<file path="config.mk">
export PLATFORM = sky130hd
export DESIGN_NAME = descrambler_ctrl
export DESIGN_NICKNAME = d
export VERILOG_FILES = /design/src/rtl/descrambler_ctrl.sv
export SDC_FILE = /design/constraint.sdc
export NUM_CORES = 1
export LEC_CHECK = 0
export ABC_CLOCK_PERIOD_IN_PS = 7590
export CAP_MARGIN = 40
export CORE_AREA = 2 2 99 101
export DETAILED_ROUTE_END_ITERATION = 16
export DIE_AREA = 0 0 101 103
export GPL_TIMING_DRIVEN = 0
export MAX_ROUTING_LAYER = met4
export PLACE_DENSITY = 0.58
export SETUP_SLACK_MARGIN = 0.3
export SLEW_MARGIN = 20
export SYNTH_ARGS = -nofsm -noshare
export SYNTH_HDL_FRONTEND = slang
export SYNTH_SLANG_ARGS = --single-unit
</file>
<file path="constraint.sdc">
create_clock -name Clk -period 7.59 [get_ports Clk]
set_clock_uncertainty 0.2 [all_clocks]
set_input_delay 0.759 -clock Clk [delete_from_list [all_inputs] [get_ports Clk]]
set_output_delay 0.759 -clock Clk [all_outputs]
set_load 0.02 [all_outputs]
</file>
<file path="src/rtl/descrambler_ctrl.sv">
// Receive-side sequencer for the bit-serial 802.11a descrambler: buffers DATA-field bits,
// feeds them as one unbroken burst, strips SERVICE and emits only the PSDU bits.
module descrambler_ctrl #(
    parameter int FIFO_DEPTH = 16,
    parameter int PREFILL    = 8,
    parameter int LEN_W      = 12
) (
    input  logic             Clk,
    input  logic             Reset,
    input  logic             LenValid,
    input  logic [LEN_W-1:0] Len,
    input  logic             Abort,
    input  logic             InBit,
    input  logic             InValid,
    output logic             InReady,
    output logic             DsStart,
    output logic             DsX,
    input  logic             DsY,
    output logic             OutBit,
    output logic             OutValid,
    output logic             OutLast,
    output logic             Done,
    output logic             ServiceErr,
    output logic             LenErr,
    output logic             Underrun
);

    localparam int AW = $clog2(FIFO_DEPTH);
    localparam int CW = LEN_W + 4;

    typedef enum logic [1:0] {
        IDLE,
        FILL,
        RUN,
        DONE
    } state_t;

    state_t state, stateNext;

    logic [FIFO_DEPTH-1:0] fifoMem;
    logic [AW-1:0]         wrPtr;
    logic [AW-1:0]         rdPtr;
    logic [AW:0]           count;
    logic [LEN_W-1:0]      lenReg;
    logic [CW-1:0]         bitCnt;
    logic [CW-1:0]         totalBits;

    logic fifoEmpty;
    logic fifoFull;
    logic push;
    logic pop;
    logic flush;
    logic lastBit;
    logic startFrame;
    logic underrunNow;

    // Frame length in bits: 16 SERVICE bits followed by 8*Len PSDU bits.
    assign totalBits = CW'(16) + (CW'(lenReg) << 3);
    assign fifoEmpty = (count == '0);
    assign fifoFull  = (count == (AW+1)'(FIFO_DEPTH));
    assign lastBit   = (bitCnt == totalBits - CW'(1));
    assign push      = InValid & InReady;

    // Abort overrides everything else; an empty FIFO mid-burst ends the frame as an underrun.
    always_comb begin
        stateNext   = state;
        InReady     = 1'b0;
        DsStart     = 1'b0;
        DsX         = 1'b0;
        Done        = 1'b0;
        pop         = 1'b0;
        flush       = 1'b0;
        startFrame  = 1'b0;
        underrunNow = 1'b0;
        if (Abort) begin
            stateNext = IDLE;
            flush     = 1'b1;
        end else begin
            case (state)
                IDLE: begin
                    flush = 1'b1;
                    if (LenValid && (Len != '0)) begin
                        startFrame = 1'b1;
                        stateNext  = FILL;
                    end
                end
                FILL: begin
                    InReady = !fifoFull;
                    if (count >= (AW+1)'(PREFILL)) begin
                        stateNext = RUN;
                    end
                end
                RUN: begin
                    if (fifoEmpty) begin
                        underrunNow = 1'b1;
                        flush       = 1'b1;
                        stateNext   = IDLE;
                    end else begin
                        pop     = 1'b1;
                        DsStart = 1'b1;
                        DsX     = fifoMem[rdPtr];
                        InReady = 1'b1;
                        if (lastBit) begin
                            stateNext = DONE;
                        end
                    end
                end
                DONE: begin
                    Done      = 1'b1;
                    flush     = 1'b1;
                    stateNext = IDLE;
                end
                default: begin
                    stateNext = IDLE;
                end
            endcase
        end
    end

    always_ff @(posedge Clk) begin
        if (push) begin
            fifoMem[wrPtr] <= InBit;
        end
    end

    always_ff @(posedge Clk) begin
        if (!Reset || flush) begin
            wrPtr <= '0;
            rdPtr <= '0;
            count <= '0;
        end else begin
            if (push) begin
                wrPtr <= wrPtr + AW'(1);
            end
            if (pop) begin
                rdPtr <= rdPtr + AW'(1);
            end
            case ({push, pop})
                2'b10:   count <= count + (AW+1)'(1);
                2'b01:   count <= count - (AW+1)'(1);
                default: count <= count;
            endcase
        end
    end

    // SERVICE bits 0..15 are consumed silently; only 7..15 are checked for the reserved zeros.
    always_ff @(posedge Clk) begin
        if (!Reset) begin
            state      <= IDLE;
            lenReg     <= '0;
            bitCnt     <= '0;
            OutBit     <= 1'b0;
            OutValid   <= 1'b0;
            OutLast    <= 1'b0;
            ServiceErr <= 1'b0;
            LenErr     <= 1'b0;
            Underrun   <= 1'b0;
        end else begin
            state    <= stateNext;
            OutValid <= 1'b0;
            OutLast  <= 1'b0;
            LenErr   <= (state == IDLE) && LenValid && !Abort && (Len == '0);
            if (startFrame) begin
                lenReg     <= Len;
                bitCnt     <= '0;
                ServiceErr <= 1'b0;
                Underrun   <= 1'b0;
            end
            if (underrunNow) begin
                Underrun <= 1'b1;
            end
            if (pop) begin
                bitCnt <= bitCnt + CW'(1);
                if ((bitCnt >= CW'(7)) && (bitCnt <= CW'(15)) && DsY) begin
                    ServiceErr <= 1'b1;
                end
                if (bitCnt >= CW'(16)) begin
                    OutBit   <= DsY;
                    OutValid <= 1'b1;
                    OutLast  <= lastBit;
                end
            end
        end
    end

endmodule

</file>
[Word level (Yosys, flattened, before mapping)]
Index checks and enable logic that the tools add are counted.
Operators by class
  add/sub/neg operators: 7
  multiply operators: 0
  divide/modulo/power cells: 0
  magnitude comparators: 7
  eq/ne operators: 10
  shift-type cells: 0
  multiplexer cells: 37
  bitwise operators: 2
  reduce and logical (&&, ||, !) cells: 24
Operator list (count)
  16-bit 2-to-1 mux: 2
  1-bit 2-to-1 mux: 24
  16-bit by 1-bit adder with 16-bit output, second input constant: 1
  5-bit by 15-bit adder with 16-bit output, first input constant: 1
  16-bit bitwise mux: 1
  16-bit equality test: 1
  16-bit by 3-bit >= comparator with 1-bit output, second input constant: 1
  16-bit by 5-bit >= comparator with 1-bit output, second input constant: 1
  16-bit by 4-bit <= comparator with 1-bit output, second input constant: 1
  16-bit by 1-bit subtractor with 16-bit output, second input constant: 1
  12-bit zero test: 1
  12-bit nonzero test: 1
  4-bit by 5-bit < comparator with 1-bit output, second input constant: 2
  5-bit one-hot mux with 2 select lines: 1
  4-bit by 1-bit adder with 4-bit output, second input constant: 2
  2-bit 2-to-1 mux: 4
  2-bit one-hot mux with 4 select lines: 1
  1-bit logical AND: 7
  2-bit equality test, second input constant: 3
  3-bit AND reduction: 2
  2-bit nonzero test: 3
  5-bit by 1-bit adder with 5-bit output, second input constant: 1
  5-bit equality test, second input constant: 1
  5-bit by 4-bit >= comparator with 1-bit output, second input constant: 1
  16 further kinds: 23
Storage, ports and cells
  register bits: 65
  bits in latches: 0
  bits in writable memories: 0
  memory bits (read-only): 0
  input port bits: 19
  output and inout bits: 10
  logic and storage cells: 100
  memories kept: 0

[Longest topological paths before layout]
  word-level depth: 8
  mapped depth: 17
  gate-level depth less buffers: 15

[Worst setup path before layout]
Ideal clock, no wire load.
  kind: input to register
  from: input port Abort
  to: register count[4]
  library setup time: 0.117 ns
  arrival: 3.054 ns
  required time: 7.273 ns
  slack: 4.219 ns
  stages on the path: 16
  buffers on the path: 2
  cell sequence: inv_1 > nand2_1 > a21oi_1 > and2_1 > buf_2 > inv_1 > ha_1 > clkbuf_1 > xor2_1 > ha_1 > a21oi_1 > nor3b_1 > o21ai_0 > a21oi_1 > xnor2_1 > nor2_1
On the way
  cells in the longest elaborated chain, start to end: 4
  elaborated cells between the ends (all ways): 9
  those cells by class: 2 x eq/ne; 4 x mux; 1 x bitwise; 2 x reduce/logical
Ends and longest elaborated chain
  from (decl): line 12  | input logic Abort,
  1-bit 2-to-1 mux (*): line 75  | if (Abort) begin
  net InReady: line 15  | output logic InReady,
  1-bit bitwise AND (*): line 62  | assign push = InValid & InReady;
  2-bit by 1-bit equality test with 1-bit output / 2-bit equality test (equally long branches): line 138  | case ({push, pop})
  5-bit one-hot mux with 2 select lines / 2-bit nonzero test (equally long branches)
  to (signal assigned): line 139  | 2'b10: count <= count + (AW+1)'(1);
  to (signal assigned): line 140  | 2'b01: count <= count - (AW+1)'(1);
  to (signal assigned): line 141  | default: count <= count;
  to (decl): line 43  | logic [AW:0] count;
The timed path passes the listed nets; every way through them passes the cells marked *.
A chain may end at the register's enable or synchronous reset.

[Worst setup path after layout]
  from: register rdPtr[0]
  to: output port DsX
On the way
  cells in the longest elaborated chain, start to end: 5
Ends and longest elaborated chain
  from (decl): line 42  | logic [AW-1:0] rdPtr;
  from (signal assigned): line 136  | rdPtr <= rdPtr + AW'(1);
  1-bit binary-select mux with 4-bit select: line 101  | DsX = fifoMem[rdPtr];
  1-bit 2-to-1 mux (not written as such): line 101
  1-bit 2-to-1 mux: line 94  | if (fifoEmpty) begin
  1-bit 2-to-1 mux: line 79  | case (state)
  1-bit 2-to-1 mux: line 75
  to (decl): line 17  | output logic DsX,
No other way between the ends. The select of a mux whose other input is x is not followed.

==> out/metrics.yaml <==
cells_and_area:
  stdcell_area_um2: 4250
  nets: 475
  syn2layout_area_growth_pct: 16.5
  drive_above_1_share_pct: 9.46
  nFillCells: 959
  stdcell_count: 558
  insertedDiodeCount: 0
drt:
  ant_nets: 0
  wire_per_inst_um: 14.2
  vias: 2968
  drcViolationCount: 0
  totalWireLength_mm: 7.92
  viasPerCell: 5.32
  first_iter_violations: 112
  drtPass1Iterations: 4
synth:
  synth-async-reset-ratio_pct: 0
  yosys_warnings: 0
  synth_edf_count: 16
  syn_inst: 400
  netlist_area_um2: 3650
  yosysTopAreaCell: "dfxtp_1"
  syn_nets: 436
  ys_top_cells_by_count: "nor2_1, dfxtp_1, nand2_1"
  synth_ff_type: "dfxtp_1"
  synth_top_cell_area_share_pct: 26.9
  yosysSeqAreaShare_pct: 40.0
  avgSynthCellArea_um2: 9.12
  ys_types: 59
  yosys_register_bits: 65
  synthTopCellsByArea: "dfxtp_1, edfxtp_1, ha_1"
  synth.most_common_cell: "nor2_1"
setup_path:
  path_cells: "clkbuf_1 > mux4_2 > mux4_2 > nor2b_1 > clkdlybuf4s50_1"
  critical-path-top-delay-family: "multiplexers"
  worstReg2RegStart: "count[2]$_SDFFE_PP0P_"
  startpoint: "rdPtr[0]$_SDFFE_PP0P_"
  ff2ff_path_depth: 15
  critPathKind: "reg2out"
  cpMaxStageDelayCell: "mux4_2"
  reg2reg_to: "count[4]$_SDFFE_PP0P_"
  slowest_delay_ps: 560
  crit_path_max_fanout: 6
  worst_setup_path_end_kind: "output pin"
  crit_top_cell: "mux4_2"
  critPathRequiredTime_ps: 6630
  rrSetupSlack_ps: 4000
  worst-path-buf-inv: 2
  critPathLaunchType: "flip-flop"
  crit_arrival_ps: 2730
sta:
  tightest_slew_ps: 491
  setup_viol: 0
  slew_viol_final: 0
  period_share_pct: 48.6
  rsz0062_at_grt: "false"
  fin_crit_ps: 3690
  fin_tns_setup_ps: 0
  max_freq_ghz: 0.271
  hold_violations: 0
  whs_ps: 319
  maxSlewHeadroom_pct: 67.2
pwr:
  power.density_nw_per_um2: 160
  cellLeakagePower_nw: 1.51
  vdd_drop_max_mv: 0.0886
  p_total_mw: 0.679
floorplanning:
  dieHeight_um: 103
  fp.dieW_um: 101
  dieArea_um2: 10400
  start_util_pct: 38.6
  io_pins: 29
  core-area_um2: 9460
  placementRows: 36
cts:
  insertion_delay_ps: 340
  post_cts_resized: 0
  clk_pin_slew_ps: 80
  cts_max_level: 3
  clock-sinks: 65
  postCtsSetupBuffers: 0
  cts_buffers: 9
  cts_root_buf: "clkbuf_8"
  cts.path.max_buffers: 2
  ctsHoldBuffers: 0
  cts_tree: "done"
grt:
  grt_antenna_before_repair: 0
  grt_overflow_total: 0
  top_usage_layer: "met2"
  grt_usage_pct: 16.8
  global_route.usage.met3_pct: 3.19
  grt_max_degree: 17
  use_met1_pct: 21.3
  grt_pass1_vias: 2753
  grt_pass1_wl_mm: 13.3
  use_met2_pct: 26.6
placed_design:
  dp_cells: 542
  hpwlAfterDp_mm: 5.85
  io_buffers: 28
  place_area_um2: 4070
  place.gp.congestion: 0.842
worst_hold_path:
  min_to: "ServiceErr$_SDFF_PN0_"
  hold_start: "ServiceErr$_SDFF_PN0_"
  hold_class: "reg2reg"
  holdPathStages: 2
outcome:
  status: "completed"
run:
  maxCapViolCount: 0
[layout make-up]
| type | count | area, um2 | share of cell area [%] |
|---|---|---|---|
| timing repair buffer | 28 | 280 | 6.59 |
| buffer | 17 | 75.1 | 1.77 |
| multi-input combinational | 303 | 2060 | 48.4 |
| clock buffer | 9 | 124 | 2.91 |
| sequential | 65 | 1460 | 34.4 |
| clock inverter | 7 | 53.8 | 1.27 |
| tap | 114 | 143 | 3.36 |
| inverter | 15 | 56.3 | 1.32 |
[worst max-delay path by stage]
stage	cells after the start	end
detailed placement	17	count[4]$_SDFFE_PP0P_
finish	5	DsX
global placement	17	count[4]$_SDFFE_PP0P_
floorplan	16	count[4]$_SDFFE_PP0P_
global route	5	DsX
CTS	5	DsX
[metrics by stage]
| stage | setup slack (ps) | util (%) |
|---|---|---|
| 2_1_floorplan | 4220 | - |
| 3_3_place_gp | 3760 | 43.1 |
| 3_5_place_dp | 3700 | 43.1 |
| 4_1_cts | 3830 | 44.9 |
| 5_1_grt | 3710 | 44.9 |
| 6_report | 3900 | 44.9 |
[where the power goes]
group | internal, mW | switching [mW] | leakage [nW]
logic | 0.0227 | 0.0218 | 0.889
registers | 0.358 | 0.00637 | 0.540
clock network | 0.120 | 0.150 | 0.0784
total | 0.501 | 0.178 | 1.51
[per-layer routing]
metal,share of wire (%),vias up
li1,-,1491
met1,47,1440
met2,50,33
met3,2.7,4
met4,0.40,0
met5,0,-
[tightest hold or removal path: stages, from the launching register on]
cell and delay (ps):
dfxtp_1 330, a21oi_1 60, nor2b_1 90
[state kept, by name, indices dropped and copies added (netlist names)]
signal      flops
bitCnt         16
Underrun        1
rdPtr           4
OutValid        1
LenErr          1
ServiceErr      1
OutBit          1
state           2
OutLast         1
count           5
wrPtr           4
fifoMem        16
lenReg         12
[cell families (layout without fill, tap and decap cells)]
logic type / after synthesis / after routing / share of synthesized area (%)
AOI/OAI and AO/OA: 58 / 58 / 10.9
xor gates and xnor gates: 24 / 24 / 5.76
buffers and inverters: 32 / 76 / 3.60
and+or+nand+nor: 183 / 183 / 26.4
DFF: 65 / 65 / 40.0
muxes: 21 / 21 / 7.47
adders and majority gates: 17 / 17 / 5.83
[layout by cell type (no fill, tap or decap), types with 4 or more instances in the layout]
master / Yosys / final
a21oi_1: 12 / 12
nand4_1: 8 / 8
dfxtp_1: 49 / 49
o21ai_0: 16 / 16
and3_1: 4 / 4
nand2_1: 32 / 32
ha_1: 17 / 17
clkbuf_8: 0 / 9
nor2b_1: 20 / 20
inv_1: 15 / 15
mux2i_1: 16 / 16
buf_2: 6 / 6
xnor2_1: 8 / 8
nor3_1: 10 / 10
clkdlybuf4s50_1: 0 / 28
nand3_1: 15 / 15
a211oi_1: 4 / 4
clkbuf_1: 10 / 10
xor2_1: 16 / 16
edfxtp_1: 16 / 16
nor2_1: 50 / 50
and2_1: 12 / 12
mux4_2: 5 / 5
nor4_1: 9 / 9
a22oi_1: 4 / 4
No activity file was read; power rests on OpenSTA's default activity.
